**src/rtl/muldiv_unit.sv**
```systemverilog
// muldiv_unit: iterative unsigned multiply/divide unit for M-type instructions.
// It sits between the register file read ports and the write port. It takes
// XLEN iterations per operation: shift-add for multiply, restoring division
// for divide. It produces a single write-back beat when the result is ready.
//
// Ports:
//   clk      - clock, all state updates on the rising edge
//   rst      - synchronous reset, active-low (0 = reset)
//   start    - request a new operation; sampled only while idle
//   op       - 00 MUL, 01 MULHU, 10 DIVU, 11 REMU
//   rs1_val  - operand A (multiplicand / dividend)
//   rs2_val  - operand B (multiplier / divisor)
//   rd_in    - destination register index
//   busy     - high from the accepting edge through the DONE cycle
//   wb_we    - one-cycle write strobe (suppressed when rd = 0)
//   wb_rd    - destination index, held until the next DONE or reset
//   wb_data  - result, held until the next DONE or reset
module muldiv_unit #(
  parameter int XLEN = 32
) (
  input  logic            clk,
  input  logic            rst,
  input  logic            start,
  input  logic [1:0]      op,
  input  logic [XLEN-1:0] rs1_val,
  input  logic [XLEN-1:0] rs2_val,
  input  logic [4:0]      rd_in,
  output logic            busy,
  output logic            wb_we,
  output logic [4:0]      wb_rd,
  output logic [XLEN-1:0] wb_data
);

  localparam int CNT_W = (XLEN > 1) ? $clog2(XLEN) : 1;

  typedef enum logic [1:0] {IDLE, RUN, DONE} state_t;

  state_t              state;
  logic [CNT_W-1:0]    cnt;
  logic [1:0]          op_q;
  logic [4:0]          rd_q;
  // a_q holds the multiplicand. For a divide it holds the dividend, which
  // shifts left while quotient bits enter at the bottom.
  logic [XLEN-1:0]     a_q;
  logic [XLEN-1:0]     b_q;
  logic [XLEN-1:0]     rem_q;
  logic [2*XLEN-1:0]   acc_q;

  logic                is_div;
  logic                last_iter;
  logic [XLEN:0]       mul_sum;
  logic [2*XLEN-1:0]   acc_next;
  logic [XLEN:0]       rem_sh;
  logic [XLEN:0]       rem_diff;
  logic                div_ge;
  logic [XLEN-1:0]     rem_next;
  logic [XLEN-1:0]     quo_next;

  function automatic logic [XLEN-1:0] select_result(
    input logic [1:0]        sel,
    input logic [2*XLEN-1:0] prod,
    input logic [XLEN-1:0]   quo,
    input logic [XLEN-1:0]   rem
  );
    case (sel)
      2'b00:   return prod[XLEN-1:0];
      2'b01:   return prod[2*XLEN-1:XLEN];
      2'b10:   return quo;
      default: return rem;
    endcase
  endfunction

  assign is_div    = op_q[1];
  assign last_iter = (cnt == CNT_W'(XLEN - 1));

  always_comb begin
    // The multiplier bit for this iteration is selected by cnt (LSB first).
    // The accumulator shifts right, so the upper half always lines up with
    // the multiplicand. The extra carry bit becomes the new MSB.
    mul_sum  = {1'b0, acc_q[2*XLEN-1:XLEN]} + {1'b0, (b_q[cnt] ? a_q : '0)};
    acc_next = {mul_sum, acc_q[XLEN-1:1]};

    // Restoring divide: bring down the next dividend bit (MSB first).
    rem_sh   = {rem_q, a_q[XLEN-1]};
    rem_diff = rem_sh - {1'b0, b_q};
    div_ge   = (rem_sh >= {1'b0, b_q});
    rem_next = div_ge ? rem_diff[XLEN-1:0] : rem_sh[XLEN-1:0];
    quo_next = {a_q[XLEN-2:0], div_ge};
  end

  always_ff @(posedge clk) begin
    if (!rst) begin
      state   <= IDLE;
      cnt     <= '0;
      op_q    <= '0;
      rd_q    <= '0;
      a_q     <= '0;
      b_q     <= '0;
      rem_q   <= '0;
      acc_q   <= '0;
      busy    <= 1'b0;
      wb_we   <= 1'b0;
      wb_rd   <= '0;
      wb_data <= '0;
    end else begin
      case (state)
        IDLE: begin
          if (start) begin
            op_q  <= op;
            rd_q  <= rd_in;
            a_q   <= rs1_val;
            b_q   <= rs2_val;
            acc_q <= '0;
            rem_q <= '0;
            cnt   <= '0;
            busy  <= 1'b1;
            // A zero divisor has a fixed answer, so the unit skips the iterations.
            if (op[1] && (rs2_val == '0)) begin
              state   <= DONE;
              wb_we   <= (rd_in != 5'd0);
              wb_rd   <= rd_in;
              wb_data <= op[0] ? rs1_val : '1;
            end else begin
              state <= RUN;
            end
          end
        end

        RUN: begin
          cnt <= cnt + 1'b1;
          if (is_div) begin
            rem_q <= rem_next;
            a_q   <= quo_next;
          end else begin
            acc_q <= acc_next;
          end
          // The result is taken from the next-state values, so the output
          // register already holds it during the DONE cycle.
          if (last_iter) begin
            state   <= DONE;
            wb_we   <= (rd_q != 5'd0);
            wb_rd   <= rd_q;
            wb_data <= select_result(op_q, acc_next, quo_next, rem_next);
          end
        end

        DONE: begin
          state <= IDLE;
          busy  <= 1'b0;
          wb_we <= 1'b0;
        end

        default: begin
          state <= IDLE;
          busy  <= 1'b0;
          wb_we <= 1'b0;
        end
      endcase
    end
  end

endmodule

```
**config.mk**
```make
export PLATFORM = sky130hd
export DESIGN_NAME = muldiv_unit
export DESIGN_NICKNAME = d
export VERILOG_FILES = /design/src/rtl/muldiv_unit.sv
export SDC_FILE = /design/constraint.sdc
export NUM_CORES = 1
export LEC_CHECK = 0
export CAP_MARGIN = 20
export CORE_MARGIN = 5
export CORE_UTILIZATION = 50
export CTS_CLUSTER_DIAMETER = 60
export DETAILED_ROUTE_END_ITERATION = 7
export PLACE_DENSITY = 0.7
export RECOVER_POWER = 50
export SLEW_MARGIN = 20
export SYNTH_ARGS = -nofsm -noshare
export SYNTH_HDL_FRONTEND = slang
export SYNTH_SLANG_ARGS = --single-unit
export TNS_END_PERCENT = 5
```
**constraint.sdc**
```tcl
create_clock -name clk -period 8.6 [get_ports clk]
set_input_delay 1.29 -clock clk [delete_from_list [all_inputs] [get_ports clk]]
set_output_delay 1.29 -clock clk [all_outputs]
set_load 0.05 [all_outputs]
```
==> flow_results.org <==
** Run status
- Status :: finished with violations
- The checks that failed: max-capacitance violations, max-slew violations.

** Power
- For this design the static power due to leakage is around 0.0065 uW.
- The completed layout was analyzed and its total power is 2695 uW.
- Worst vdd rail ir drop :: 0.1182 mV
- Pwr dens :: 168.9 nW/um^2

** Worst setup path
- The critical path in this run is classified as flip-flop to flip-flop.
- Top cell family by delay on the critical path :: buffers and inverters
- Along the worst path, the maximum fanout reaches 62.
- The critical path crosses 9 cells after its start point.
- Together, buffers and inverters on the worst path number 4.
- STA classifies the critical path startpoint as a flip-flop.
- Arrival time of the worst setup path :: 7.04 ns
- Counting cells, the worst reg-to-reg path comes to 9.
- Delay of the slowest cell on the worst path :: 2.30 ns
- Nature of the critical path endpoint :: flip-flop
- Data on the critical path is required at its endpoint by roughly 9 ns.
- Cell breakdown of the critical path :: inv_1 > nand2_1 > clkbuf_1 > nor2_4 > buf_4 > nor2_4 > clkbuf_1 > a22oi_1 > nor2b_1
- Slowest CP cell :: sky130_fd_sc_hd__clkbuf_1

** Yosys
- Fraction of the mapped netlist area in simple logic gates :: a little over a fifth
- The synthesized netlist devotes 26.99% of its cell area to compound gates.
- Dominant combinational cell family by area after synthesis :: compound AO/OA/AOI/OAI gates
- In the synthesized netlist, the number of instances is 1,749.
- Synth warnings :: 0
- After synthesis, the mean cell area works out to 7.873 um^2.
- Cell taking the most area after synthesis :: sky130_fd_sc_hd__dfxtp_1
- For this run, the leading register cell type out of synthesis is sky130_fd_sc_hd__dfxtp_1.
- The synthesized netlist contains 76 unique library cells.
- Summing the sequential cell areas from Yosys gives between 30% and 40% of the chip area.
- Share of flip-flops with an asynchronous set or reset after synthesis :: 0%
- Synthesized net count :: 1,891
- By area the synthesized netlist is led by sky130_fd_sc_hd__dfxtp_1 31%, sky130_fd_sc_hd__nand2_1 7.6%, sky130_fd_sc_hd__ha_1 6.0%.
- After Yosys synthesis, XOR and XNOR cells account for 3.689% of the synthesized area.
- Top-area cell type share of the netlist area :: 30.82%
- Fraction of the mapped netlist area in adder cells :: 6.287%
- The synthesized netlist occupies a cell area of 13,770 um^2.
- Yosys mapped a number of flops with a built-in enable equal to 0.
- #FFs+latches synth :: 212
- Fraction of synthesized area in multiplexers :: 5.706%

** Placement
- Final HPWL DP :: ~31,000 um
- The number of placed instances, taps included, is 2,102.
- Routability-driven placement finished with a final weighted congestion of 0.9571.
- IO buf count :: 112

** Route
- Total wirelength of the detailed-routed design :: 43,500 um
- After detailed routing, the average wire length per cell comes to 20.23 um.
- Via Count :: approximately 13,000
- Drt pass-1 iters :: 5
- ANT nets after route :: 0
- Number of vias per cell :: around 6
- After the first detailed-routing iteration, the DRC count stood at 1,009.
- Residual DRC :: 0

** Cells and area
- For this run, the post-layout net count is roughly 1,900.
- Leaving out filler cells and counting taps, the final layout contains 2,150.
- Synth-to-layout area growth :: 15.87%
- Cells with a size suffix above 1 make up 5.918% of the layout.
- The library cell used most frequently in the layout, excluding fill and tap cells, is sky130_fd_sc_hd__nand2_1.
- Most used cells in the layout excluding fill and tap cells :: 278 x sky130_fd_sc_hd__nand2_1, 211 x sky130_fd_sc_hd__dfxtp_1, 135 x sky130_fd_sc_hd__o21ai_0, 106 x sky130_fd_sc_hd__a21oi_1, 98 x sky130_fd_sc_hd__nor2b_1

** Timing
- Final Hold Violating Endpoints :: 0
- Based on the critical path, the design can be clocked at up to 152.0 MHz.
- Final slew viol count :: 215
- Setup violations remaining at the end of the flow were counted as 0.
- Worst-margin pin slew :: 3.271 ns
- Final min period :: 6.581 ns
- Final Cycle Share :: around 77%
- Setup repair after global routing missed its margin :: no
- Adding up every negative setup slack in the final design gives 0 ns.
- Clock skew after layout :: roughly 0.014 ns
- Across all hold checks on the routed design, the worst slack comes to 0.4445 ns.
- Headroom to the max-slew limit :: -118.1%

** Floorplanning
- Cell Rows :: 60
- Pin placement for this block handled 113 I/O pins.
- Die outline width :: 176.0 um
- In this run the standard cell core region covers between 20,000 and 30,000 um^2.
- Die Outline Area :: 30,960 um^2
- Measured along the y axis, the die boundary spans between 150 and 200 um.
- Once the floorplan was initialized, standard cells occupied 50.95% of the core.

** Global route
- Maximum number of pins on one net before global-route repair :: 94
- Global-route wire length before repair :: 69,230 um
- The number of antenna violations at the first check in global routing was 0.
- In the global route stage, overall resource usage came out at 27.39%.
- For this run the aggregate overflow at the end of global routing stands at 0.
- Via count of the first global-routing pass :: 12,520

** Hold path
- Cell depth of the worst hold path :: 2
- Type of the worst min-delay path :: flip-flop to flip-flop

** Clocking
- Post-CTS setup buffers :: 0
- Hold Buf Count CTS :: 0
- The tree built by TritonCTS fans out to 212 sinks.
- Post-cts repair resize count :: 0
- Number of levels in the clock H-tree :: 1
- Counting the buffers created by CTS gives 27.
- Clock insertion delay at the later pin of the skew report :: 0.54 ns
- Clock slew at the register clock pins of the worst setup and hold paths :: 0.06 ns
- Clock tree root buffer cell :: sky130_fd_sc_hd__clkbuf_16
- No sink is reached through more buffers than the 3 on the longest clock path.
- Clock tree from TritonCTS :: built

** Flow run
- Max-cap violations :: 4
-- stage by stage --
stage	cell area, um^2	setup WS, ns	util, %
floorplan	13770	3.807	-
global placement	15020	3.435	55.56
detailed placement	15020	3.354	55.56
CTS	15970	3.299	59.10
global route	15950	1.474	59.03
finish	15960	2.019	59.04
-- cell families (layout without fill, tap and decap cells) --
group,count (synthesis),count (layout)
AO/OA/AOI/OAI,550,550
XOR/XNOR,58,58
adder cells (fa/ha/maj),68,68
buffers and inverters,187,246
flip-flops,212,212
multiplexers,63,63
other,0,1
AND/OR/NAND/NOR,611,611
-- flip-flops by register name, summed over array words and instances, names as in the netlist --
name     flops
rd_q         5
wb_we        1
busy         1
cnt          5
op_q         2
rem_q       32
wb_rd        5
wb_data     32
acc_q       63
state        2
a_q         32
b_q         32
-- worst reg2reg max path, stage by stage, from the launching register on --
cell and delay (ns):
sky130_fd_sc_hd__dfxtp_1 0.45, sky130_fd_sc_hd__inv_1 0.17, sky130_fd_sc_hd__nand2_1 0.20, sky130_fd_sc_hd__clkbuf_1 2.28, sky130_fd_sc_hd__nor2_4 -0.14, sky130_fd_sc_hd__buf_4 0.45
sky130_fd_sc_hd__nor2_4 0.15, sky130_fd_sc_hd__clkbuf_1 2.30, sky130_fd_sc_hd__a22oi_1 0.43, sky130_fd_sc_hd__nor2b_1 0.22
-- metal layers --
layer	track usage, %	wire length [um]
met5	0	0
met4	6.790	1004
met3	3.426	2624
met2	45.13	20080
met1	38.37	19790
-- cell type report --
type | instances | area [um^2]
diodes | 1 | 2.502
clock buffers | 35 | 745.7
clock inverters | 12 | 209.0
fillers | 2496 | 11070
inverters | 70 | 262.8
multi-input cells | 1350 | 8833
flip-flops and latches | 212 | 4245
well taps | 341 | 426.7
repair buffers | 129 | 1231
-- synthesized netlist by cell type, drive strengths merged, types with 3 or more instances --
master,instances
nand3,59
nor2b,99
a221oi,5
mux2,14
a211o,3
o21ai,143
nand2b,7
a21oi,107
o211a,38
a21o,21
clkbuf,104
and2,33
o22ai,5
nand4,11
nand2,279
a41oi,7
or4,4
o21a,7
a211oi,16
inv,70
nor3,15
a31oi,11
nor4,9
a21boi,48
dfxtp,212
buf,13
o21bai,15
o2111ai,5
o211ai,25
or3,13
o221ai,10
xnor2,37
nor2,65
a22oi,60
mux2i,38
a32o,3
xor2,21
ha,66
and3,7
mux4,11
-- where the power goes --
group,switching [uW],internal (uW)
logic,267,168
registers,35.7,1010
clock network,451,762
-- final timing paths --
kind	start	end	slack (ns)
worst min-delay path	wb_we$_SDFFE_PN0P_	wb_we$_SDFFE_PN0P_	0.44
worst min register to register	wb_we$_SDFFE_PN0P_	wb_we$_SDFFE_PN0P_	0.44
worst max-delay path	state[1]$_SDFFE_PN0P_	acc_q[44]$_SDFFE_PN0P_	2.02
worst max register to register	state[1]$_SDFFE_PN0P_	acc_q[44]$_SDFFE_PN0P_	2.02
Power figures use the tool's default switching activity.
